--- src/rtl/async_fifo_pkg.sv ---
// Shared definitions for the dual-clock FIFO pointer controllers.
// The read-side twin reuses the pointer type and the full/empty compare.
package async_fifo_pkg;

    localparam int FIFO_ADDR_W = 2;
    localparam int PTR_W       = FIFO_ADDR_W + 1;

    typedef logic [PTR_W-1:0] ptr_t;

    // Inverting the two MSBs of a Gray pointer yields the pointer exactly DEPTH ahead.
    localparam ptr_t FULL_MASK = ptr_t'(2'b11) << (PTR_W - 2);

    // True when write Gray pointer w is a full FIFO ahead of read Gray pointer r.
    function automatic logic full_cmp(ptr_t w, ptr_t r);
        return (w == (r ^ FULL_MASK));
    endfunction

endpackage

--- src/rtl/async_fifo_wptr_ctrl_chk.sv ---
// Checker for the write pointer controller: the read pointer must never
// run ahead of the write pointer, which would show up as an occupancy above DEPTH.
module async_fifo_wptr_ctrl_chk #(
    parameter int PTR_W = 3,
    parameter int DEPTH = 4
) (
    input logic             clk,
    input logic             reset,
    input logic [PTR_W-1:0] level_next
);

    localparam logic [PTR_W-1:0] DEPTH_V = PTR_W'(DEPTH);

    level_le_depth_a : assert property (@(posedge clk) disable iff (reset) level_next <= DEPTH_V);

endmodule

--- src/rtl/bin2gray.sv ---
// Library binary-to-Gray converter (purely combinational).
module bin2gray #(
    parameter int BIT_WIDTH = 3
) (
    input  logic [BIT_WIDTH-1:0] bin_i,
    output logic [BIT_WIDTH-1:0] gray_o
);

    assign gray_o = bin_i ^ (bin_i >> 1);

endmodule

--- src/rtl/gray2bin.sv ---
// Library Gray-to-binary converter (purely combinational).
module gray2bin #(
    parameter int BIT_WIDTH = 3
) (
    input  logic [BIT_WIDTH-1:0] gray_i,
    output logic [BIT_WIDTH-1:0] bin_o
);

    // Each binary bit is the XOR of all Gray bits at and above its position.
    always_comb begin
        bin_o = '0;
        bin_o[BIT_WIDTH-1] = gray_i[BIT_WIDTH-1];
        for (int i = BIT_WIDTH - 2; i >= 0; i--) begin
            bin_o[i] = bin_o[i+1] ^ gray_i[i];
        end
    end

endmodule

--- src/rtl/async_fifo_wptr_ctrl.sv ---
// Write-side pointer controller of the dual-clock FIFO.
// Owns the binary and Gray write pointers, gates pushes, and derives
// full / almost_full / level against the synchronised read Gray pointer.
module async_fifo_wptr_ctrl
    import async_fifo_pkg::*;
#(
    parameter int ADDR_W    = FIFO_ADDR_W,
    parameter int AF_THRESH = 1
) (
    input  logic              clk,
    input  logic              reset,
    input  logic              wr_en,
    input  logic [ADDR_W:0]   rptr_gray_sync,
    output logic              wr_accept,
    output logic [ADDR_W-1:0] waddr,
    output logic [ADDR_W:0]   wptr_gray,
    output logic              full,
    output logic              almost_full,
    output logic [ADDR_W:0]   level,
    output logic              ovf_err
);

    localparam int                   W_PTR    = ADDR_W + 1;
    localparam int                   DEPTH    = 2 ** ADDR_W;
    localparam logic [W_PTR-1:0]     AF_LEVEL = W_PTR'(DEPTH - AF_THRESH);
    // Same MSB-pair inversion as full_cmp, sized for this instance's pointer width.
    localparam logic [W_PTR-1:0]     F_MASK   = W_PTR'(2'b11) << (W_PTR - 2);

    logic [W_PTR-1:0] wbin_q, wbin_d;
    logic [W_PTR-1:0] wptr_gray_q;
    logic [W_PTR-1:0] level_q, level_d;
    logic             full_q, full_d;
    logic             af_q, af_d;
    logic             ovf_q, ovf_d;
    logic [W_PTR-1:0] gray_next_s;
    logic [W_PTR-1:0] rbin_sync_s;

    assign wr_accept = wr_en & ~full_q;

    bin2gray #(.BIT_WIDTH(W_PTR)) u_bin2gray (
        .bin_i  (wbin_d),
        .gray_o (gray_next_s)
    );

    gray2bin #(.BIT_WIDTH(W_PTR)) u_gray2bin (
        .gray_i (rptr_gray_sync),
        .bin_o  (rbin_sync_s)
    );

    // Next-state: advance on accepted push, fold in the read pointer for full/level.
    always_comb begin
        wbin_d  = wbin_q;
        if (wr_accept) begin
            wbin_d = wbin_q + W_PTR'(1);
        end else begin
            wbin_d = wbin_q;
        end
        level_d = wbin_d - rbin_sync_s;
        full_d  = (gray_next_s == (rptr_gray_sync ^ F_MASK));
        af_d    = (level_d >= AF_LEVEL);
        ovf_d   = ovf_q | (wr_en & full_q);
    end

    // State registers; reset takes priority over any push in the same cycle.
    always_ff @(posedge clk) begin
        if (reset) begin
            wbin_q      <= '0;
            wptr_gray_q <= '0;
            level_q     <= '0;
            full_q      <= 1'b0;
            af_q        <= 1'b0;
            ovf_q       <= 1'b0;
        end else begin
            wbin_q      <= wbin_d;
            wptr_gray_q <= gray_next_s;
            level_q     <= level_d;
            full_q      <= full_d;
            af_q        <= af_d;
            ovf_q       <= ovf_d;
        end
    end

    assign waddr       = wbin_q[ADDR_W-1:0];
    assign wptr_gray   = wptr_gray_q;
    assign full        = full_q;
    assign almost_full = af_q;
    assign level       = level_q;
    assign ovf_err     = ovf_q;

    async_fifo_wptr_ctrl_chk #(.PTR_W(W_PTR), .DEPTH(DEPTH)) u_chk (
        .clk        (clk),
        .reset      (reset),
        .level_next (level_d)
    );

endmodule

--- config.mk ---
export PLATFORM = sky130hd
export DESIGN_NAME = async_fifo_wptr_ctrl
export DESIGN_NICKNAME = d
export VERILOG_FILES = /design/src/rtl/async_fifo_pkg.sv /design/src/rtl/async_fifo_wptr_ctrl_chk.sv /design/src/rtl/bin2gray.sv /design/src/rtl/gray2bin.sv /design/src/rtl/async_fifo_wptr_ctrl.sv
export SDC_FILE = /design/constraint.sdc
export NUM_CORES = 1
export LEC_CHECK = 0
export ABC_AREA = 1
export CORE_MARGIN = 2
export CORE_UTILIZATION = 45
export DETAILED_ROUTE_END_ITERATION = 8
export GPL_ROUTABILITY_DRIVEN = 0
export PLACE_DENSITY = 0.78
export RECOVER_POWER = 25
export SLEW_MARGIN = 10
export SYNTH_ARGS = -nofsm -noshare
export SYNTH_HDL_FRONTEND = slang
export SYNTH_SLANG_ARGS = --single-unit
--- constraint.sdc ---
create_clock -name clk -period 3.8 [get_ports clk]
set_clock_uncertainty 0.05 [all_clocks]
set_input_delay 0.57 -clock clk [delete_from_list [all_inputs] [get_ports clk]]
set_output_delay 0.57 -clock clk [all_outputs]
set_load 0.1 [all_outputs]
# Word-level counts from Yosys, hierarchy flattened
# Cells that the tools add are included.
[totals]
register_bits = 12
latch_bits = 0
mem_bits_rw = 0
mem_bits_ro = 0
input_bits = 6
out_inout_bits = 12
elab_cells = 19
mem_count = 0
[op_classes]
addsub = 2
multipliers = 0
div_mod_pow = 0
order_cmp = 1
eq_ne = 1
shift = 0
mux = 1
n_bitwise = 8
reduce_logical = 0
[op_table]
columns = ["cell", "n"]
rows = [
  ["3-bit by 1-bit adder with 3-bit output (second input constant)", 1],
  ["3-bit == test", 1],
  ["3-bit by 2-bit >= comparator with 1-bit output (second input constant)", 1],
  ["3-bit two-way mux", 1],
  ["3-bit subtractor", 1],
  ["3-bit by 2-bit bitwise XOR with 3-bit output", 1],
  ["1-bit bitwise AND", 2],
  ["2-bit inverter", 1],
  ["1-bit bitwise XOR", 2],
  ["1-bit inverter", 1],
  ["1-bit OR", 1],
]

# Longest topological paths before layout
# Gate-level depths: netlist of run 1.
[logic_depth]
depth_word = 5
ltp_mapped = 10
ltp_nobuf = 10

# Hierarchy
# From an unflattened synthesis of run 1, not the netlist that was laid out.
[unflattened]
hier_cells = 93
area_unflattened_um2 = 654.4
[modules_own_cells]
columns = ["module", "n_inst", "cells_per_inst", "area_each_um2", "seq_area_each_um2"]
rows = [
  ["async_fifo_wptr_ctrl", 1, 71, 561.8, 240.2],
  ["gray2bin", 1, 12, 51.3, 0.0],
  ["bin2gray", 1, 10, 41.3, 0.0],
]

# Worst setup path before layout of run 1
# No wires, ideal clock.
[synth_path]
path_type = "reg2reg"
from = "register full_q, in the netlist full"
to = "register af_q, in the netlist almost_full"
setup_ns = 0.115
arrival_time_ns = 2.437
required_ns = 3.635
path_slack_ns = 1.198
stages_incl_launch_ff = 9
path_buffers = 0
period_less_slack_ns = 2.602
cell_sequence = "dfxtp_1 nor2_4 nand2_1 nand2_2 ha_1 fa_1 nor2_1 nand2_1 nand2_1"
[synth_between]
elab_chain_cells = 5
[synth_lines]
columns = ["element", "line", "text"]
rows = [
  ["start: declaration", "async_fifo_wptr_ctrl.sv:32", "logic full_q, full_d;"],
  ["start signal: assignment", "async_fifo_wptr_ctrl.sv:77", "full_q <= full_d;"],
  ["1-bit inverter", "async_fifo_wptr_ctrl.sv:38", "assign wr_accept = wr_en & ~full_q;"],
  ["1-bit bitwise AND", "async_fifo_wptr_ctrl.sv:38", ""],
  ["named net wr_accept", "async_fifo_wptr_ctrl.sv:14", "output logic wr_accept,"],
  ["3-bit two-way mux", "async_fifo_wptr_ctrl.sv:53", "if (wr_accept) begin"],
  ["3-bit subtractor", "async_fifo_wptr_ctrl.sv:58", "level_d = wbin_d - rbin_sync_s;"],
  ["3-bit by 2-bit >= comparator with 1-bit output", "async_fifo_wptr_ctrl.sv:60", "af_d = (level_d >= AF_LEVEL);"],
  ["end signal: assignment", "async_fifo_wptr_ctrl.sv:71", "af_q <= 1'b0;"],
  ["end signal: assignment", "async_fifo_wptr_ctrl.sv:78", "af_q <= af_d;"],
  ["end: declaration", "async_fifo_wptr_ctrl.sv:33", "logic af_q, af_d;"],
]
# The timed path passes the listed nets, and every way through them passes these cells.
# A chain may end at the register's enable or synchronous reset.

# Worst setup path in the final report of run 1
[layout_path]
from = "input port wr_en"
to = "output port wr_accept"
[layout_between]
elab_chain_cells = 1
[layout_lines]
columns = ["element", "line", "text"]
rows = [
  ["start: declaration", "async_fifo_wptr_ctrl.sv:12", "input logic wr_en,"],
  ["1-bit bitwise AND", "async_fifo_wptr_ctrl.sv:38", ""],
  ["end: declaration", "async_fifo_wptr_ctrl.sv:14", ""],
]
# No other way between the ends.

==> flow_summary.ini, run 1 <==
[outcome]
status = finished, final reports clean

[timing]
rsz0062_at_grt = no
period_needed_ns = 2.568
fin_crit_sh = 0.6759
setup_viol = 0
setup_slack_ns = 1.232
fmax_mhz = 389.4
fin_setup_tns_ns = 0
slew_headroom = 0.3493
final_max_slew_viol_count = 0
max_slew.worst_pin.slew_ns = 0.9730
hold_viol = 0

[grt]
grt_pass1_vias = 455
grt_usage = 0.1895
antenna_found_initial = 0
grt_pass1_wl_mm = 1.890
grt_overflow = 0
grt_max_degree = 11

[yosys]
synthSimpleGateAreaFrac = 0.3704
seq_area_frac_synth = 0.3769
synthesis.nets = 93
avgSynthCellArea_um2 = 6.956
netlist_area_um2 = 584.3
yosys.area.top_type_share = 0.3769
synth.distinct_cells = 16
synth_top_family_by_area = simple AND/OR/NAND/NOR gates
synth_compound_area_frac = 0.04925
synth_xor_area_frac = 0.02998
synth.area.top_cells = dfxtp_1, nand2_1, nand3_1, inv_1, nor2_1
ys_warn_count = 0
ys_seq_elements = 11
synth_cells = 84
synth_mux_area_frac = 0
yosysTopAreaCell = dfxtp_1
synthAdderAreaFrac = 0.07709

[critical_path]
r2r_cells = 6
crit_required_ns = 3.18
crit_path_max_incr_delay_ns = 0.61
slowest_stage = dlygate4sd3_1
worstPathMaxFanout = 7
path_cells = dlygate4sd3_1, inv_2, nor2_1, buf_4
arrival_ns = 1.95
worst_setup_path_start_kind = input port
end_kind = output port
crit_type = input port to output port

[placed_design]
port_buffers = 17
dp_worst_setup_slack_ns = 1.190
dp_hpwl_um = 946.9
place_inst = 114

[clocking]
ctsHtreeMaxLevel = 1
numCtsBuffers = 3
post_cts_resized = 0
insertion_delay_ns = 0.27
cts_sinks = 11
clkTransAtPathRegs_ns = 0.07
cts_tree = yes
cts_hold_buffers = 0
postCtsSetupBuffers = 0
root_buffer = clkbuf_4
clockBufferDepth = 2

[finish]
stdcell_count = 118
final_common_cell = nand2_1
multi_input_comb_area_um2 = 294.0
final_util = 0.6732
final_cell_mix = nand2_1, clkdlybuf4s50_1, inv_1
nNetsFinal = 114
nFillCells = 117
seq_area_um2 = 220.2
syn2layout_area_growth_pct = 33.19
drive_gt1_frac = 0.08654
diodes = 0

[route]
wl_per_cell_um = 10.25
via_count = 567
drtPass1Iterations = 4
wirelength_mm = 1.210
drc = 0
drt_iter0_markers = 10
antenna_left = 0
viasPerCell = 4.805

[floorplanning]
dieHeight_um = 40.04
ios = 18
initial_core_util = 0.5054
die_area_mm2 = 0.001603
rows = 12
core_mm2 = 0.001156
die_width_um = 40.04

[power]
power_mw = 0.4305
powerDensity_mw_per_mm2 = 553.1
ir_worst_vdd_mv = 0.2757
leakage_nw = 0.3899

[flow_run]
drv.max_cap_violation_count = 0

[min_path]
hp-class = flip-flop to flip-flop
hold_path_depth = 2
## worst paths after layout
kind / endpoint / slack [ns] / startpoint
setup reg to reg: almost_full / 1.66 / wbin_q[0]
hold / removal: ovf_err / 0.42 / ovf_err
hold reg to reg: ovf_err / 0.42 / ovf_err
setup / recovery: wr_accept / 1.23 / wr_en
## worst max-delay path, delay by kind of cell
kind,cells,cell delay [ns]
AND/OR/NAND/NOR,1,0.35
buffers and inverters,3,1.03
## logic make-up after synthesis
family / after synthesis
AND/OR/NAND/NOR: 48
buffers and inverters: 15
flip-flops: 11
AO/OA/AOI/OAI: 5
adder cells (fa/ha/maj): 3
XOR/XNOR: 2
## cells in the mapped netlist
library cell / count
a21oi_1: 3
nor2_4: 1
nand2_2: 2
inv_1: 12
nand3_2: 2
nand3_1: 9
o21ai_2: 1
fa_1: 1
nor2_1: 8
inv_2: 2
dfxtp_1: 11
o21ai_1: 1
ha_1: 2
clkbuf_1: 1
xor2_1: 2
nand2_1: 26
## report_power, final
part           switching [mW]  leakage [nW]  internal (mW)
Clock                  0.0398        0.0150         0.0406
Sequential            0.00607        0.0910          0.130
Combinational           0.163         0.284         0.0511
Total                   0.208         0.390          0.222
## cell type report
class / count / area share
clock buffer: 4 / 0.03376
inverter: 14 / 0.06752
multi-input combinational: 58 / 0.3778
sequential: 11 / 0.2830
tap: 14 / 0.02251
timing repair buffer: 17 / 0.2154
## through the flow
step	hold WS, ns	instance area, um^2
finish	0.4221	778.2
CTS	0.4319	792.0
floorplan	0.6607	584.3
global placement	0.4025	765.7
detailed placement	0.4132	765.7
global route	0.4736	778.2
## flip-flops by register name, summed over array words and instances (netlist names)
name	flops
level	3
wbin_q	3
wptr_gray	2
almost_full	1
full	1
ovf_err	1
## routing by layer
layer	up-vias	GRT usage	wire length (um)
li1	298	-	-
met1	248	0.2158	573
met2	17	0.2944	533
met3	4	0.06667	72
met4	0	0.1293	31
met5	-	0	0
Note: power is estimated with default switching activity, not from simulation.
==> inputs of run 2 (changes only) <==
--- a/config.mk
+++ b/config.mk
@@ -7,10 +7,10 @@
 export LEC_CHECK = 0
 export ABC_AREA = 1
 export CORE_MARGIN = 2
-export CORE_UTILIZATION = 45
+export CORE_UTILIZATION = 39
 export DETAILED_ROUTE_END_ITERATION = 8
 export GPL_ROUTABILITY_DRIVEN = 0
-export PLACE_DENSITY = 0.78
+export PLACE_DENSITY = 0.72
 export RECOVER_POWER = 25
 export SLEW_MARGIN = 10
 export SYNTH_ARGS = -nofsm -noshare
==> constraint.sdc (replaced) <==
create_clock -name clk -period 2.05 [get_ports clk]
set_clock_uncertainty 0.05 [all_clocks]
set_input_delay 0.3075 -clock clk [delete_from_list [all_inputs] [get_ports clk]]
set_output_delay 0.3075 -clock clk [all_outputs]
set_load 0.1 [all_outputs]
==> run 2 against run 1 <==
Effect of this change:
- power increased by 91%
- utilization decreased by 3.9 points
- critical endpoint is now almost_full
- design area increased by 10%
- die area increased by 14%
- flip-flop and latch count unchanged
- first-iteration DRC count decreased by 20%
- via count increased by 2.1%
==> flow_summary.ini, run 2 (synthesis results as in run 1) <==
[grt]
grt_overflow = 0
grt_max_degree = 11
grt_usage = 0.1617
grt_pass1_vias = 529
grt_pass1_wl_mm = 2.159
antenna_found_initial = 0

[timing]
hold_slack_ns = 0.4527
setup_viol = 0
hold_viol = 0
fmax_mhz = 543.3
final_max_slew_viol_count = 0
rsz0062_at_grt = no
fin_crit_sh = 0.8978
fin_setup_tns_ns = 0
slew_headroom = 0.6397
period_needed_ns = 1.841
max_slew.worst_pin.slew_ns = 0.5428

[clocking]
cts_tree = yes
insertion_delay_ns = 0.28
cts_hold_buffers = 0
cts_sinks = 11
root_buffer = clkbuf_4
ctsHtreeMaxLevel = 1
clkTransAtPathRegs_ns = 0.07
postCtsSetupBuffers = 0
clockBufferDepth = 2
numCtsBuffers = 3

[placed_design]
dp_hpwl_mm = 1.022
post_dp_cell_area_um2 = 830.8
port_buffers = 17

[route]
drtPass1Iterations = 3
wl_per_cell_um = 10.06
drt_iter0_markers = 8
via_count = 579
viasPerCell = 4.559
drc = 0
antenna_left = 0
wirelength_mm = 1.278

[power]
powerDensity_mw_per_mm2 = 958.8
leakage_nw = 0.4621
ir_worst_vdd_mv = 0.4363

[finish]
drive_gt1_frac = 0.3214
final_cell_mix = nand2_1, buf_4, inv_1
final_util = 0.6339
final_common_cell = nand2_1
diodes = 0
nNetsFinal = 122
design_area_um2 = 855.8
syn2layout_area_growth_pct = 46.47

[critical_path]
crit_path_max_incr_delay_ns = 0.52
slowest_stage = fa_1
path_cells = clkdlybuf4s50_1, inv_2, nor2_4, nand2_1, nand2_2, ha_4, fa_1, nor2_1, nand2_1, nand2_1
worst_setup_path_start_kind = input port
worst_path_most_repeated_cell = nand2_1
worstPathMaxFanout = 4
arrival_ns = 1.96
end_kind = flip-flop
critical-path-top-delay-family = adder cells
crit_required_ns = 2.17
crit_buf_inv = 2
crit_type = input port to flip-flop

[outcome]
status = finished, final reports clean

[floorplanning]
dieHeight_um = 42.71
rows = 13
core_mm2 = 0.001350
die_width_um = 42.71
initial_core_util = 0.4328
ios = 18
die_area_mm2 = 0.001824

[flow_run]
drv.max_cap_violation_count = 0

[min_path]
hp-class = flip-flop to flip-flop
==> run 2: cell types whose count changed in the layout (fill, tap and decap cells not counted), moves of 2 or more <==
cell / previous run / this run
clkdlybuf4s50_1: 14 / 2
dfxtp_1: 11 / 8
clkbuf_2: 0 / 4
dfxtp_2: 0 / 2
buf_4: 1 / 15
==> run 2: metrics by stage <==
stage	instances	worst slack [ns]	power (mW)
final	127	0.2095	0.8206
after global routing	127	0.09220	0.8643
after CTS	127	0.01168	0.8380
after detailed placement	123	-0.2910	0.6855
after global placement	123	-0.2556	0.6828
after floorplan	84	-0.06314	0.5807
==> run 2: layer usage <==
metal	track usage	up-vias	wire, um
li1	-	311	-
met1	0.2095	248	614
met2	0.2515	16	567
met3	0.02553	4	64
met4	0.09375	0	31
met5	0	-	0
==> run 2: layout make-up <==
cell class,count,area [um^2]
tap,15,18.77
multi-input combinational,58,327.8
fill,115,494.2
clock buffer,4,26.28
sequential,11,226.5
timing repair buffer,25,203.9
inverter,14,52.55
==> run 2: worst paths after layout <==
path,from,to,slack (ns),cells past startpoint
hold / removal,ovf_err,ovf_err,0.45,2
setup reg to reg,wbin_q[0],almost_full,0.41,6
hold reg to reg,ovf_err,ovf_err,0.45,2
setup / recovery,wr_en,almost_full,0.21,10
==> run 2: timing repair <==
| item | in CTS | in global routing |
|---|---|---|
| cloned | 0 | 0 |
| setup endpoints to repair | 2 | 2 |
| resized for setup | 2 | 1 |
| pin swaps | 1 | 1 |
==> run 2: worst register-to-register path: stages (launching register included) <==
cell and delay (ns):
dfxtp_2 0.35, ha_1 0.33, o21ai_2 0.19, fa_1 0.43
nor2_1 0.13, nand2_1 0.07, nand2_1 0.05
==> run 2: power by group <==
group          switching, mW  internal, mW  total, mW
sequential            0.0121         0.242      0.254
combinational          0.312         0.103      0.415
clock                 0.0756        0.0755      0.151
total                  0.400         0.421      0.821
==> inputs of run 3 (changes only) <==
--- a/config.mk
+++ b/config.mk
@@ -9,9 +9,9 @@
 export CORE_MARGIN = 2
 export CORE_UTILIZATION = 39
 export DETAILED_ROUTE_END_ITERATION = 8
-export GPL_ROUTABILITY_DRIVEN = 0
+export GPL_ROUTABILITY_DRIVEN = 1
 export PLACE_DENSITY = 0.72
-export RECOVER_POWER = 25
+export RECOVER_POWER = 50
 export SLEW_MARGIN = 10
 export SYNTH_ARGS = -nofsm -noshare
 export SYNTH_HDL_FRONTEND = slang
==> run 3 against run 2 <==
Effect of this change:
- combinational power fell by 2%
- largest cell class unchanged
- clock power barely moved
- largest power group unchanged
- critical endpoint unchanged
- highest routed layer unchanged
- flip-flop and latch count did not move
- worst hold slack got worse by 0.0022 ns
- sequential power barely moved
- register-to-register slack barely moved
- via count rose by 0.35%
==> flow_summary.ini, run 3 (synthesis results as in run 1) <==
[finish]
stdcell_count = 127
final_cell_mix = nand2_1, inv_1, clkbuf_2
nFillCells = 120
nNetsFinal = 122
diodes = 0
final_common_cell = nand2_1
design_area_um2 = 840.8
syn2layout_area_growth_pct = 43.90
drive_gt1_frac = 0.3214

[min_path]
hp-class = flip-flop to flip-flop

[route]
drtPass1Iterations = 4
wl_per_cell_um = 10.03
wirelength_mm = 1.274
drc = 0
antenna_left = 0
viasPerCell = 4.575
via_count = 581
drt_iter0_markers = 9

[clocking]
ctsHtreeMaxLevel = 1
root_buffer = clkbuf_4
cts_hold_buffers = 0
numCtsBuffers = 3
cts_sinks = 11
cts_tree = yes
clockBufferDepth = 2
insertion_delay_ns = 0.28
clkTransAtPathRegs_ns = 0.07

[grt]
grt_usage = 0.1617
grt_overflow = 0
antenna_found_initial = 0
grt_pass1_wl_mm = 2.159
grt_pass1_vias = 529
grt_max_degree = 11

[critical_path]
slowest_stage = fa_1
path_cells = clkdlybuf4s50_1, inv_2, nor2_4, nand2_1, nand2_2, ha_4, fa_1, nor2_1, nand2_1, nand2_1
crit_type = input port to flip-flop
worst_setup_path_start_kind = input port
worstPathMaxFanout = 4
worst_path_most_repeated_cell = nand2_1
crit_required_ns = 2.17
r2r_setup_slack_ns = 0.40
crit_path_max_incr_delay_ns = 0.52
arrival_ns = 1.96
end_kind = flip-flop

[power]
powerDensity_mw_per_mm2 = 966.7
leakage_nw = 0.4576
ir_worst_vdd_mv = 0.4355
power_mw = 0.8128

[timing]
rsz0062_at_grt = no
slew_headroom = 0.6397
hold_slack_ns = 0.4505
hold_viol = 0
fmax_mhz = 543.3
final_max_slew_viol_count = 0
period_needed_ns = 1.841
setup_viol = 0
max_slew.worst_pin.slew_ns = 0.5428
fin_crit_sh = 0.8978

[floorplanning]
ios = 18
rows = 13
initial_core_util = 0.4328
core_mm2 = 0.001350
dieHeight_um = 42.71
die_width_um = 42.71
die_area_mm2 = 0.001824

[placed_design]
dp_hpwl_mm = 1.022
place_inst = 123
port_buffers = 17
gp_congestion = 0.7920
post_dp_cell_area_um2 = 830.8

[outcome]
status = finished, final reports clean

[flow_run]
drv.max_cap_violation_count = 0
-- run 3: routing by layer --
layer  up-vias  GRT usage  part of all wire
li1        312          -                 -
met3         4    0.02553             0.056
met1       247     0.2095              0.48
met4         0    0.09375             0.024
met5         -          0                 0
met2        18     0.2515              0.44
-- run 3: area by class of cell --
cell class              instances  area (um^2)  share of cell area
multi-input cells              58        327.8              0.3899
flip-flops and latches         11        226.5              0.2693
inverters                      14        52.55             0.06250
well taps                      15        18.77             0.02232
clock buffers                   4        26.28             0.03125
repair buffers                 25        188.9              0.2247
-- run 3: worst max-delay path, delay by kind of cell --
kind | cells | cell delay, ns
buffers and inverters | 2 | 0.58
adders and majority gates | 2 | 0.68
and+or+nand+nor | 6 | 0.38
-- run 3: worst paths after layout --
path	endpoint	start	depth (start not counted)
max	almost_full	wr_en	10
min	ovf_err	ovf_err	2
max reg2reg	almost_full	wbin_q[0]	6
min reg2reg	ovf_err	ovf_err	2
-- run 3: what timing repair did --
item / 4_1_cts / 5_1_grt
cloned: 0 / 0
buffers inserted: 0 / 0
endpoints found under the setup margin: 2 / 2
resized for setup: 2 / 1
pin swaps: 1 / 1
-- run 3: through the flow --
stage,setup slack [ns],TNS [ns],util
floorplan,-0.06314,-0.06314,-
global placement,-0.2556,-0.6483,0.6154
detailed placement,-0.2910,-0.7499,0.6154
CTS,0.01168,0,0.6395
global route,0.09220,0,0.6228
finish,0.2095,0,0.6228
-- run 3: report_power, final --
group	total, mW	internal [mW]	switching (mW)
combinational	0.408	0.0958	0.312
sequential	0.254	0.242	0.0119
clock	0.151	0.0755	0.0755
